--- config.mk ---
export PLATFORM = sky130hd
export DESIGN_NAME = pwm_duty_ramp
export DESIGN_NICKNAME = d
export VERILOG_FILES = /design/src/rtl/pwm_duty_ramp.sv
export SDC_FILE = /design/constraint.sdc
export NUM_CORES = 1
export LEC_CHECK = 0
export CAP_MARGIN = 20
export CORE_UTILIZATION = 25
export DETAILED_ROUTE_END_ITERATION = 12
export GPL_TIMING_DRIVEN = 1
export PLACE_DENSITY = 0.39
export SETUP_SLACK_MARGIN = 0.3
export SYNTH_ARGS = -nofsm -noshare
export SYNTH_HDL_FRONTEND = slang
export SYNTH_SLANG_ARGS = --single-unit
--- constraint.sdc ---
create_clock -name clk_i -period 5.95 [get_ports clk_i]
set_clock_uncertainty 0.15 [all_clocks]
set_input_delay 0.8925 -clock clk_i [delete_from_list [all_inputs] [get_ports clk_i]]
set_output_delay 0.8925 -clock clk_i [all_outputs]
set_load 0.005 [all_outputs]
--- src/rtl/pwm_duty_ramp.sv ---
// pwm_duty_ramp: steps a 10-bit duty word toward a commanded target at a
// programmable update rate. Mode 0 ramps once and pulses done on arrival;
// mode 1 breathes between 0 and the target until stopped.
module pwm_duty_ramp #(
  parameter int unsigned TICK_DIV = 100_000
) (
  input  logic       clk_i,
  input  logic       reset_i,
  input  logic       start_i,
  input  logic       mode_i,
  input  logic [9:0] target_i,
  input  logic [5:0] step_i,
  input  logic       stop_i,
  output logic [9:0] duty_o,
  output logic       busy_o,
  output logic       done_o
);

  typedef enum logic [1:0] {
    S_IDLE    = 2'd0,
    S_RAMP    = 2'd1,
    S_BR_UP   = 2'd2,
    S_BR_DOWN = 2'd3
  } state_e;

  localparam logic [31:0] TICK_LAST = 32'(TICK_DIV - 1);

  // Unsigned add with a carry bit, clamped to lim before truncation.
  function automatic logic [9:0] sat_add(input logic [9:0] a,
                                         input logic [5:0] s,
                                         input logic [9:0] lim);
    logic [10:0] sum;
    sum = {1'b0, a} + {5'b00000, s};
    if (sum > {1'b0, lim}) begin
      return lim;
    end else begin
      return sum[9:0];
    end
  endfunction

  // Unsigned subtract with a borrow bit, clamped to lim before truncation.
  function automatic logic [9:0] sat_sub(input logic [9:0] a,
                                         input logic [5:0] s,
                                         input logic [9:0] lim);
    logic [10:0] diff;
    diff = {1'b0, a} - {5'b00000, s};
    if (diff[10] || (diff[9:0] < lim)) begin
      return lim;
    end else begin
      return diff[9:0];
    end
  endfunction

  state_e      state_q, state_d;
  logic [9:0]  duty_q, duty_d;
  logic        busy_q, busy_d;
  logic        done_q, done_d;
  logic        done_pend_q, done_pend_d;
  logic        mode_q, mode_d;
  logic [9:0]  target_q, target_d;
  logic [5:0]  step_q, step_d;
  logic [31:0] cnt_q, cnt_d;

  logic        tick_s;
  logic [9:0]  up_next_s;
  logic [9:0]  dn_next_s;
  logic [9:0]  dn_zero_s;

  assign tick_s    = (state_q != S_IDLE) && (cnt_q == TICK_LAST);
  assign up_next_s = sat_add(duty_q, step_q, target_q);
  assign dn_next_s = sat_sub(duty_q, step_q, target_q);
  assign dn_zero_s = sat_sub(duty_q, step_q, 10'd0);

  // Next-state, duty update, command latching and tick counter control.
  always_comb begin
    state_d     = state_q;
    duty_d      = duty_q;
    done_d      = 1'b0;
    done_pend_d = 1'b0;
    mode_d      = mode_q;
    target_d    = target_q;
    step_d      = step_q;

    case (state_q)
      S_IDLE: begin
        // A start that found duty already at target reports done one cycle later.
        done_d = done_pend_q;
        if (start_i && !stop_i) begin
          mode_d   = mode_i;
          target_d = target_i;
          step_d   = (step_i == 6'd0) ? 6'd1 : step_i;
          if (!mode_i) begin
            if (duty_q == target_i) begin
              done_pend_d = 1'b1;
            end else begin
              state_d = S_RAMP;
            end
          end else if (duty_q < target_i) begin
            state_d = S_BR_UP;
          end else begin
            state_d = S_BR_DOWN;
          end
        end else begin
          state_d = S_IDLE;
        end
      end
      S_RAMP: begin
        if (stop_i) begin
          state_d = S_IDLE;
        end else if (tick_s) begin
          if (duty_q < target_q) begin
            duty_d = up_next_s;
          end else begin
            duty_d = dn_next_s;
          end
          if (duty_d == target_q) begin
            done_d  = 1'b1;
            state_d = S_IDLE;
          end else begin
            state_d = S_RAMP;
          end
        end else begin
          state_d = S_RAMP;
        end
      end
      S_BR_UP: begin
        if (stop_i) begin
          state_d = S_IDLE;
        end else if (tick_s) begin
          duty_d = up_next_s;
          if (up_next_s == target_q) begin
            state_d = S_BR_DOWN;
          end else begin
            state_d = S_BR_UP;
          end
        end else begin
          state_d = S_BR_UP;
        end
      end
      S_BR_DOWN: begin
        if (stop_i) begin
          state_d = S_IDLE;
        end else if (tick_s) begin
          duty_d = dn_zero_s;
          if (dn_zero_s == 10'd0) begin
            state_d = S_BR_UP;
          end else begin
            state_d = S_BR_DOWN;
          end
        end else begin
          state_d = S_BR_DOWN;
        end
      end
      default: begin
        state_d = S_IDLE;
      end
    endcase

    // Counter restarts at every entry to or exit from a busy state.
    if ((state_d == S_IDLE) || (state_q == S_IDLE)) begin
      cnt_d = 32'd0;
    end else if (tick_s) begin
      cnt_d = 32'd0;
    end else begin
      cnt_d = cnt_q + 32'd1;
    end

    busy_d = (state_d != S_IDLE);
  end

  // State, datapath and registered outputs with asynchronous reset.
  always_ff @(posedge clk_i or posedge reset_i) begin
    if (reset_i) begin
      state_q     <= S_IDLE;
      duty_q      <= 10'd0;
      busy_q      <= 1'b0;
      done_q      <= 1'b0;
      done_pend_q <= 1'b0;
      mode_q      <= 1'b0;
      target_q    <= 10'd0;
      step_q      <= 6'd1;
      cnt_q       <= 32'd0;
    end else begin
      state_q     <= state_d;
      duty_q      <= duty_d;
      busy_q      <= busy_d;
      done_q      <= done_d;
      done_pend_q <= done_pend_d;
      mode_q      <= mode_d;
      target_q    <= target_d;
      step_q      <= step_d;
      cnt_q       <= cnt_d;
    end
  end

  assign duty_o = duty_q;
  assign busy_o = busy_q;
  assign done_o = done_q;

endmodule
# --- Yosys cells after proc, flatten, opt, wreduce, memory -nomap -nowiden ---
# Index checks and enable logic that the tools add are counted.
op_classes:
  reduce_logical: 15
  muxes: 39
  order_cmp: 5
  add_sub_neg: 3
  n_eq_ne: 13
ops:
  columns: ["operator", "n"]
  rows:
  - ["$mux 10", 13]
  - ["$mux 32", 2]
  - ["$add 32x1->32 const B", 1]
  - ["$eq 32x17->1 const B", 1]
  - ["$eq 10x10->1", 3]
  - ["$lt 10x10->1", 3]
  - ["$pmux 10 s3", 1]
  - ["$mux 2", 9]
  - ["$ne 2x2->1 const B", 6]
  - ["$add 10x6->11", 1]
  - ["$gt 11x10->1", 1]
  - ["$mux 1", 11]
  - ["$sub 10x6->11", 1]
  - ["$logic_not 10->1", 1]
  - ["$lt 10x1->1 const B", 1]
  - ["$pmux 2 s4", 1]
  - ["$reduce_and 7->1", 1]
  - ["$logic_not 6->1", 1]
  - ["$mux 6", 1]
  - ["$eq 2x2->1 const B", 2]
  - ["$logic_not 2->1", 2]
  - ["$reduce_bool 2->1", 2]
  - ["$logic_or 1x1->1", 3]
  - ["$reduce_bool 3->1", 1]
  - ["other kinds (5)", 6]
totals:
  word_cells: 83
  ff_bits: 63
  out_inout_bits: 12

# --- Depth between registers and ports, before layout ---
# Gate-level depths: netlist of run 1.
logic_depth:
  word_depth: 16
  mapped_depth: 18
  mapped_depth_nobuf: 17

# --- Worst setup path before layout of run 1 ---
# Ideal clock, no wire load.
synth_path:
  path_kind: "register to register"
  startpoint: "reg step_q[0]"
  endpoint: "reg duty_q[1], in the netlist duty_o[1]"
  slack_ns: 1.554
  synth_period_minus_slack_ns: 4.396
  arrival_time_ns: 4.121
  setup_time_ns: 0.125
  path_stages_with_launch: 19
  cell_sequence: "dfstp_2 > ha_1 > inv_1 > fa_1 > or2_4 > a211oi_2 > o21a_1 > o21ai_0 > and2_1 > ha_1 > nand3_1 > or3_1 > o211a_1 > a21oi_1 > clkbuf_1 > nand2_1 > o211ai_1 > o221ai_1 > mux2_2"
synth_via:
  elab_chain_len: 11
  elab_cells_between_ends: 21
synth_rtl:
  columns: ["element", "line", "rtl"]
  rows:
  - ["from (decl)", "61", "logic [5:0] step_q, step_d;"]
  - ["from (signal assigned)", "191", "step_q <= step_d;"]
  - ["$sub 10x6->11", "46", "diff = {1'b0, a} - {5'b00000, s};"]
  - ["$lt 10x10->1", "47", "if (diff[10] || (diff[9:0] < lim)) begin"]
  - ["$logic_or 1x1->1", "47", null]
  - ["$mux 10", "47", null]
  - ["$mux 10", "111", "if (duty_q < target_q) begin"]
  - ["$mux 10", "110", "end else if (tick_s) begin"]
  - ["$mux 10", "108", "if (stop_i) begin"]
  - ["$mux 10", "84", "case (state_q)"]
  - ["$mux 10", "110", null]
  - ["$mux 10", "108", null]
  - ["$pmux 10 s3 (*)", "84", null]
  - ["to (signal assigned)", "185", "duty_q <= duty_d;"]
  - ["to (decl)", "55", "logic [9:0] duty_q, duty_d;"]
# Mark *: on every way between the ends. The rest lies on a longest branch, timed or not. The select of a mux whose other input is x is not followed.
# A chain may end at the register's enable or synchronous reset.

# --- Final worst setup path of run 1 ---
layout_path:
  startpoint: "reg step_q[0]"
  endpoint: "reg duty_q[2], in the netlist duty_o[2]"
# The elaborated chain is that of the path after synthesis.

==> results.py, run 1 <==
metrics = {
    "status": {
        "outcome": "finished, final reports clean",
    },
    "clock_tree": {
        "cts_sinks": 63,
        "cts_made_buffers": 9,
        "cts_max_level": 3,
        "clockRootBuffer": "clkbuf_16",
        "clkTransAtPathRegs_ns": 0.06,
        "hold_buffers": 0,
        "worstSkewPairLatency_ns": 0.35,
        "cts_tree": "built",
        "clockBufferDepth": 2,
    },
    "detailed_routing": {
        "routedWlPerCell_um": 21.8,
        "dr.pass1.iters": 5,
        "wirelength_um": 21900,
        "vias": 5591,
        "drt-initial-drc-count": 493,
        "drcViolationCount": 0,
        "antenna_left": 0,
        "viasPerCell": 5.56,
    },
    "pwr": {
        "peakVddDrop_uv": 122,
        "powerDensity_nw_per_um2": 347,
        "power.leakage_uw": 0.00273,
    },
    "die": {
        "die_area_um2": 23800,
        "rows": 55,
        "core_area_um2": 22700,
        "dieWidth_um": 154,
        "initial_core_util": 0.255,
        "fp.dieH_um": 154,
        "io_pins": 33,
    },
    "cells_and_area": {
        "stdcell_count": 1006,
        "area_growth_pct": 15.1,
        "drive_gt1_frac": 0.0804,
        "seq_area_um2": 1580,
        "fillers": 2471,
        "final_util": 0.294,
        "multi_input_area_um2": 3900,
        "nets": 790,
        "design_area_um2": 6680,
        "num_antenna_cells": 0,
    },
    "sta": {
        "finalHoldViolCount": 0,
        "tightestPinTransition_ns": 0.906,
        "timing.hold.ws_ns": 0.336,
        "setup-tns-final_ns": 0,
        "setup_viol_count_final": 0,
        "grt_setup_unrepaired": "no",
        "max_freq_ghz": 0.190,
        "period_needed_ns": 5.27,
        "fin_crit_sh": 0.886,
        "slew_violations": 0,
        "slew_headroom": 0.396,
    },
    "synthesis": {
        "yosysTopAreaCellShare": 0.267,
        "synthAdderAreaFrac": 0.117,
        "synthSimpleGateAreaFrac": 0.231,
        "ys_ff_latch": 63,
        "ys_top_cells_by_area": "dfrtp_1, ha_1, nor2_1",
        "synthCells": 696,
        "synthesis.area_um2": 5800,
        "postSynth.asyncResetShare": 1.00,
        "synth.avg_cell_area_um2": 8.33,
        "ys_seq_area_frac": 0.272,
        "synth_top_family_by_area": "simple AND/OR/NAND/NOR gates",
        "synth_xor_area_frac": 0.0815,
        "yosys_warnings": 0,
        "synth-edff-count": 0,
        "synth_area_leader_cell": "dfrtp_1",
        "synth_compound_area_frac": 0.226,
        "synthMuxAreaShare": 0.0153,
        "synth_nets": 770,
        "synth_flop_cell": "dfrtp_1",
        "synth_cell_types": 81,
    },
    "worst_setup_path": {
        "start_kind": "flip-flop",
        "worst_setup_path_end_kind": "flip-flop",
        "path_class": "flip-flop to flip-flop",
        "worstPathRequired_ns": 6.01,
        "crit_arrival_ns": 5.33,
        "crit_path_max_fanout": 10,
    },
    "global_route": {
        "track_usage": 0.192,
        "antenna_found_initial": 0,
        "grt_overflow": 0,
        "grt_pass1_wl_um": 34000,
        "grt_pass1_vias": 5608,
        "grt_max_degree": 64,
    },
    "place": {
        "hpwl_um": 16700,
        "io_buffer_count": 32,
        "placedCellCount": 990,
        "gp_congestion": 0.970,
        "dpl_cell_area_um2": 6400,
    },
    "flow_run": {
        "drv_cap": 0,
    },
    "min_path": {
        "hp-class": "flip-flop to flip-flop",
    },
}
[per-layer routing]
metal	wire length, um	GRT usage	up-vias
li1	-	-	2611
met1	10300	0.255	2772
met2	9830	0.304	161
met3	941	0.0314	47
met4	844	0.0882	0
met5	0	0	-
[per-stage QoR]
step,total power (uW),setup WS [ns]
CTS,2320,0.531
detailed placement,1780,0.557
floorplan,1390,1.55
global placement,1790,0.475
finish,2320,0.678
global route,2470,0.322
[cell usage after synthesis, types with 3 or more instances]
library cell	n
nand3_1	31
inv_1	44
o22ai_1	4
nor2b_1	7
o211ai_1	12
o21ai_1	4
o311a_1	5
a22oi_1	4
or3_1	11
nor2_1	68
nor3_2	3
a211o_1	3
nor3_1	10
and4_1	4
a21oi_1	33
o21ai_0	39
nor4_1	17
and3_1	9
a41o_1	3
a211oi_1	9
buf_2	8
dfrtp_1	62
o21a_1	12
o221ai_1	6
buf_6	3
o31ai_1	3
nand2b_1	6
o311ai_0	4
nand4_1	13
xnor2_1	22
a21o_1	8
clkinv_1	3
a2111oi_0	6
or2_2	3
mux2_2	7
a222oi_1	4
xor2_1	20
clkbuf_1	20
nand2_1	56
nor4b_1	3
a311oi_1	3
ha_1	51
[power breakdown]
part / leakage (uW) / switching, uW / internal (uW)
registers: 0.000830 / 70.1 / 466
logic: 0.00178 / 785 / 469
clock network: 0.000124 / 243 / 282
[critical path, stage by stage, from the launching register on]
cell and delay [ns]:
dfstp_2 0.55, ha_1 0.18, inv_1 0.06, fa_1 0.41, or2_4 0.30, a211oi_2 0.34
o21a_1 0.18, o21ai_0 0.18, and2_1 0.24, ha_1 0.32, a211oi_1 0.21, o211ai_1 0.14
o211ai_1 0.55, nand3_2 0.40, o21ai_2 0.36, o221ai_1 0.19, a222oi_1 0.23, o21ai_0 0.12
[path summary, 6_finish.rpt]
check	startpoint	end	slack, ns	cells after the start
worst max-delay path	step_q[0]	duty_o[2]	0.68	17
worst min-delay path	cnt_q[0]	cnt_q[0]	0.34	1
worst max register to register	step_q[0]	duty_o[2]	0.68	17
worst min register to register	cnt_q[0]	cnt_q[0]	0.34	1
max in group asynchronous	reset_i	cnt_q[21]	4.06	3
min in group asynchronous	reset_i	target_q[1]	0.98	3
[layout make-up]
type	instances	area share
Multi-Input combinational cell	553	0.584
Inverter	48	0.0270
Sequential cell	63	0.236
Clock buffer	9	0.0337
Clock inverter	7	0.00731
Tap cell	285	0.0534
Timing Repair Buffer	41	0.0581
[kinds of logic (layout without fill, tap and decap cells)]
kind of cell,count (synthesis),after routing
AOI/OAI and AO/OA,185,185
xor gates and xnor gates,47,47
adders and majority gates,53,53
buffers and inverters,80,105
DFF,63,63
muxes,8,8
and+or+nand+nor,260,260
[flip-flops by register name, summed over array words and instances (netlist names)]
signal and flops:
state_q 2, busy_o 1, step_q 6, done_o 1, target_q 10, cnt_q 32, done_pend_q 1, duty_o 10
[cells in the final DEF (no fill, tap or decap), types with 7 or more instances in the layout]
cell type	netlist	final
a21oi_1	33	33
xnor2_1	22	22
a21o_1	8	8
nand4_1	13	13
and3_1	9	9
xor2_1	20	20
inv_1	44	43
or3_1	11	11
nand3_1	31	30
clkdlybuf4s50_1	0	32
nor2b_1	7	7
mux2_2	7	7
buf_4	0	9
nand2_1	56	56
clkbuf_16	0	9
nor3_1	10	10
dfrtp_1	62	62
nor2_1	68	68
ha_1	51	51
a211oi_1	9	9
nor4_1	17	17
o21a_1	12	12
o211ai_1	12	12
o21ai_0	39	39
[what timing repair did]
item	4_1_cts	5_1_grt
setup endpoints to repair	0	6
buffers inserted	0	0
resized for setup	0	1
Note: power is estimated with default switching activity, not from simulation.
==> run 2, diff against run 1 <==
--- a/config.mk
+++ b/config.mk
@@ -7,9 +7,11 @@
 export LEC_CHECK = 0
 export CAP_MARGIN = 20
 export CORE_UTILIZATION = 25
+export CTS_CLUSTER_SIZE = 25
 export DETAILED_ROUTE_END_ITERATION = 12
+export DONT_BUFFER_PORTS = 1
 export GPL_TIMING_DRIVEN = 1
-export PLACE_DENSITY = 0.39
+export PLACE_DENSITY = 0.37
 export SETUP_SLACK_MARGIN = 0.3
 export SYNTH_ARGS = -nofsm -noshare
 export SYNTH_HDL_FRONTEND = slang
==> run 2 against run 1 <==
Sequential share of layout area increased by 1.1 points; first-iteration DRC count increased by 19%; register-to-register slack gained 0.097 ns; final area fell by 4.3%; clock-buffer cell count unchanged; utilization is 1.3 points lower; power increased by 1.8%; wire length down 1.7%; maximum frequency rose by 1.9%; die area unchanged; largest power group unchanged; highest routed layer unchanged.
==> results.py, run 2 (synthesis gave the netlist of run 1 again) <==
metrics = {
    "place": {
        "dp_slack_ns": 0.912,
        "hpwl_um": 16500,
        "io_buffer_count": 0,
        "gp_congestion": 0.885,
    },
    "pwr": {
        "powerDensity_nw_per_um2": 369,
        "clkPwrFrac": 0.259,
        "peakVddDrop_uv": 149,
        "power_frac_seq": 0.230,
        "p_comb_frac": 0.511,
        "sw_frac_of_total": 0.454,
        "power.leakage_uw": 0.00263,
        "intPower_uw": 1290,
        "p_switching_uw": 1070,
    },
    "clock_tree": {
        "clockBufferDepth": 2,
        "cts_resized": 0,
        "clockRootBuffer": "clkbuf_16",
        "cts_tree": "built",
        "cts_made_buffers": 9,
        "cts_sinks": 63,
        "hold_buffers": 0,
        "cts_setup_buffers": 0,
        "cts_max_level": 3,
        "worstSkewPairLatency_ns": 0.35,
        "clkTransAtPathRegs_ns": 0.06,
    },
    "flow_run": {
        "drv_cap": 0,
    },
    "worst_setup_path": {
        "crit_start": "step_q[0]",
        "crit_path_max_fanout": 10,
        "crit-reg2reg-launch": "step_q[0]",
        "worst_setup_path_end_kind": "flip-flop",
        "start_kind": "flip-flop",
        "path_buf_inv": 1,
        "worstPathRequired_ns": 6.07,
        "max_stage_delay_ns": 0.55,
        "crit_arrival_ns": 5.30,
        "path_class": "flip-flop to flip-flop",
        "path_cells": "ha_1, inv_1, fa_1, or2_4, a211oi_2, o21a_1, o21ai_0, and2_1, ha_1, a211oi_1, o211ai_1, o211ai_1, nand3_1, o21ai_2, o21ai_0, o311ai_0, o21a_1",
        "slowest_stage": "dfstp_2",
        "critPathTopFamily": "compound AO/OA/AOI/OAI gates",
    },
    "die": {
        "io_pins": 33,
        "dieWidth_um": 154,
        "die_area_um2": 23800,
        "fp.dieH_um": 154,
        "initial_core_util": 0.255,
        "rows": 55,
        "core_area_um2": 22700,
    },
    "detailed_routing": {
        "antenna_left": 0,
        "viasPerCell": 5.62,
        "drt-initial-drc-count": 585,
        "vias": 5459,
        "drcViolationCount": 0,
        "routedWlPerCell_um": 22.2,
        "dr.pass1.iters": 6,
        "wirelength_um": 21600,
    },
    "global_route": {
        "met3_usage": 0.0303,
        "grt_overflow": 0,
        "gr-max-usage-layer": "met2",
        "grt_pass1_wl_um": 33100,
        "track_usage": 0.185,
        "antenna_found_initial": 0,
        "grt_max_degree": 64,
        "use_met2": 0.284,
        "grt_pass1_vias": 5238,
        "use_met1": 0.262,
    },
    "cells_and_area": {
        "drive_gt1_frac": 0.0801,
        "area_growth_pct": 10.1,
        "final_util": 0.281,
        "num_antenna_cells": 0,
        "largest_reg_flops": 32,
        "layout_commonest_cell": "nor2_1",
        "top_register": "cnt_q",
        "layout_common_cells": "nor2_1, dfrtp_1, nand2_1",
        "nets": 756,
    },
    "sta": {
        "period_needed_ns": 5.18,
        "setup-tns-final_ns": 0,
        "fin_crit_sh": 0.870,
        "fin_ws_ns": 0.775,
        "slew_violations": 0,
        "setup_viol_count_final": 0,
        "tightestPinTransition_ns": 0.913,
        "max_freq_ghz": 0.193,
        "grt_setup_unrepaired": "no",
        "finalHoldViolCount": 0,
        "slew_headroom": 0.389,
    },
    "status": {
        "outcome": "finished, final reports clean",
    },
    "min_path": {
        "hp-class": "flip-flop to flip-flop",
        "hp-start": "cnt_q[0]",
    },
}
## run 2: cell count changes in the layout (fill, tap and decap cells not counted)
cell             change
buf_4                -2
bufinv_16            +2
clkdlybuf4s50_1     -32
clkinv_2             -1
clkinvlp_4           -4
inv_6                +3
nand3_1              +1
nand3_2              -1
## run 2: worst paths after layout
check	end	slack, ns	cells after the start
worst max-delay path	duty_o[9]	0.77	17
worst min-delay path	cnt_q[0]	0.33	1
worst max register to register	duty_o[9]	0.77	17
worst min register to register	cnt_q[0]	0.33	1
max in group asynchronous	duty_o[9]	4.53	2
min in group asynchronous	target_q[1]	0.53	2
## run 2: layout make-up
class / instances / area [um^2]
Tap cell: 285 / 357
Clock inverter: 7 / 100
Timing Repair Buffer: 7 / 52.6
Multi-Input combinational cell: 553 / 3900
Clock buffer: 9 / 225
Sequential cell: 63 / 1580
Inverter: 48 / 180
Fill cell: 2497 / 16300
## run 2: layer usage
metal,routed length [um],part of all wire
met4,581,0.027
met5,0,0
met2,9490,0.44
met3,1250,0.058
met1,10200,0.47
## run 2: power by group through the flow
stage	registers, uW	logic (uW)	clock network [uW]
floorplan	500	893	0
global placement	549	1190	0
detailed placement	548	1180	0
CTS	540	1190	623
global route	547	1320	640
finish	542	1210	612
## run 2: through the flow
| stage | cells | cell area [um^2] | total power, uW | hold WS (ns) |
|---|---|---|---|---|
| floorplan | 696 | 5800 | 1390 | 0.281 |
| global placement | 956 | 6060 | 1740 | 0.323 |
| detailed placement | 956 | 6060 | 1730 | 0.325 |
| CTS | 972 | 6390 | 2350 | 0.335 |
| global route | 972 | 6390 | 2510 | 0.364 |
| finish | 972 | 6390 | 2360 | 0.330 |
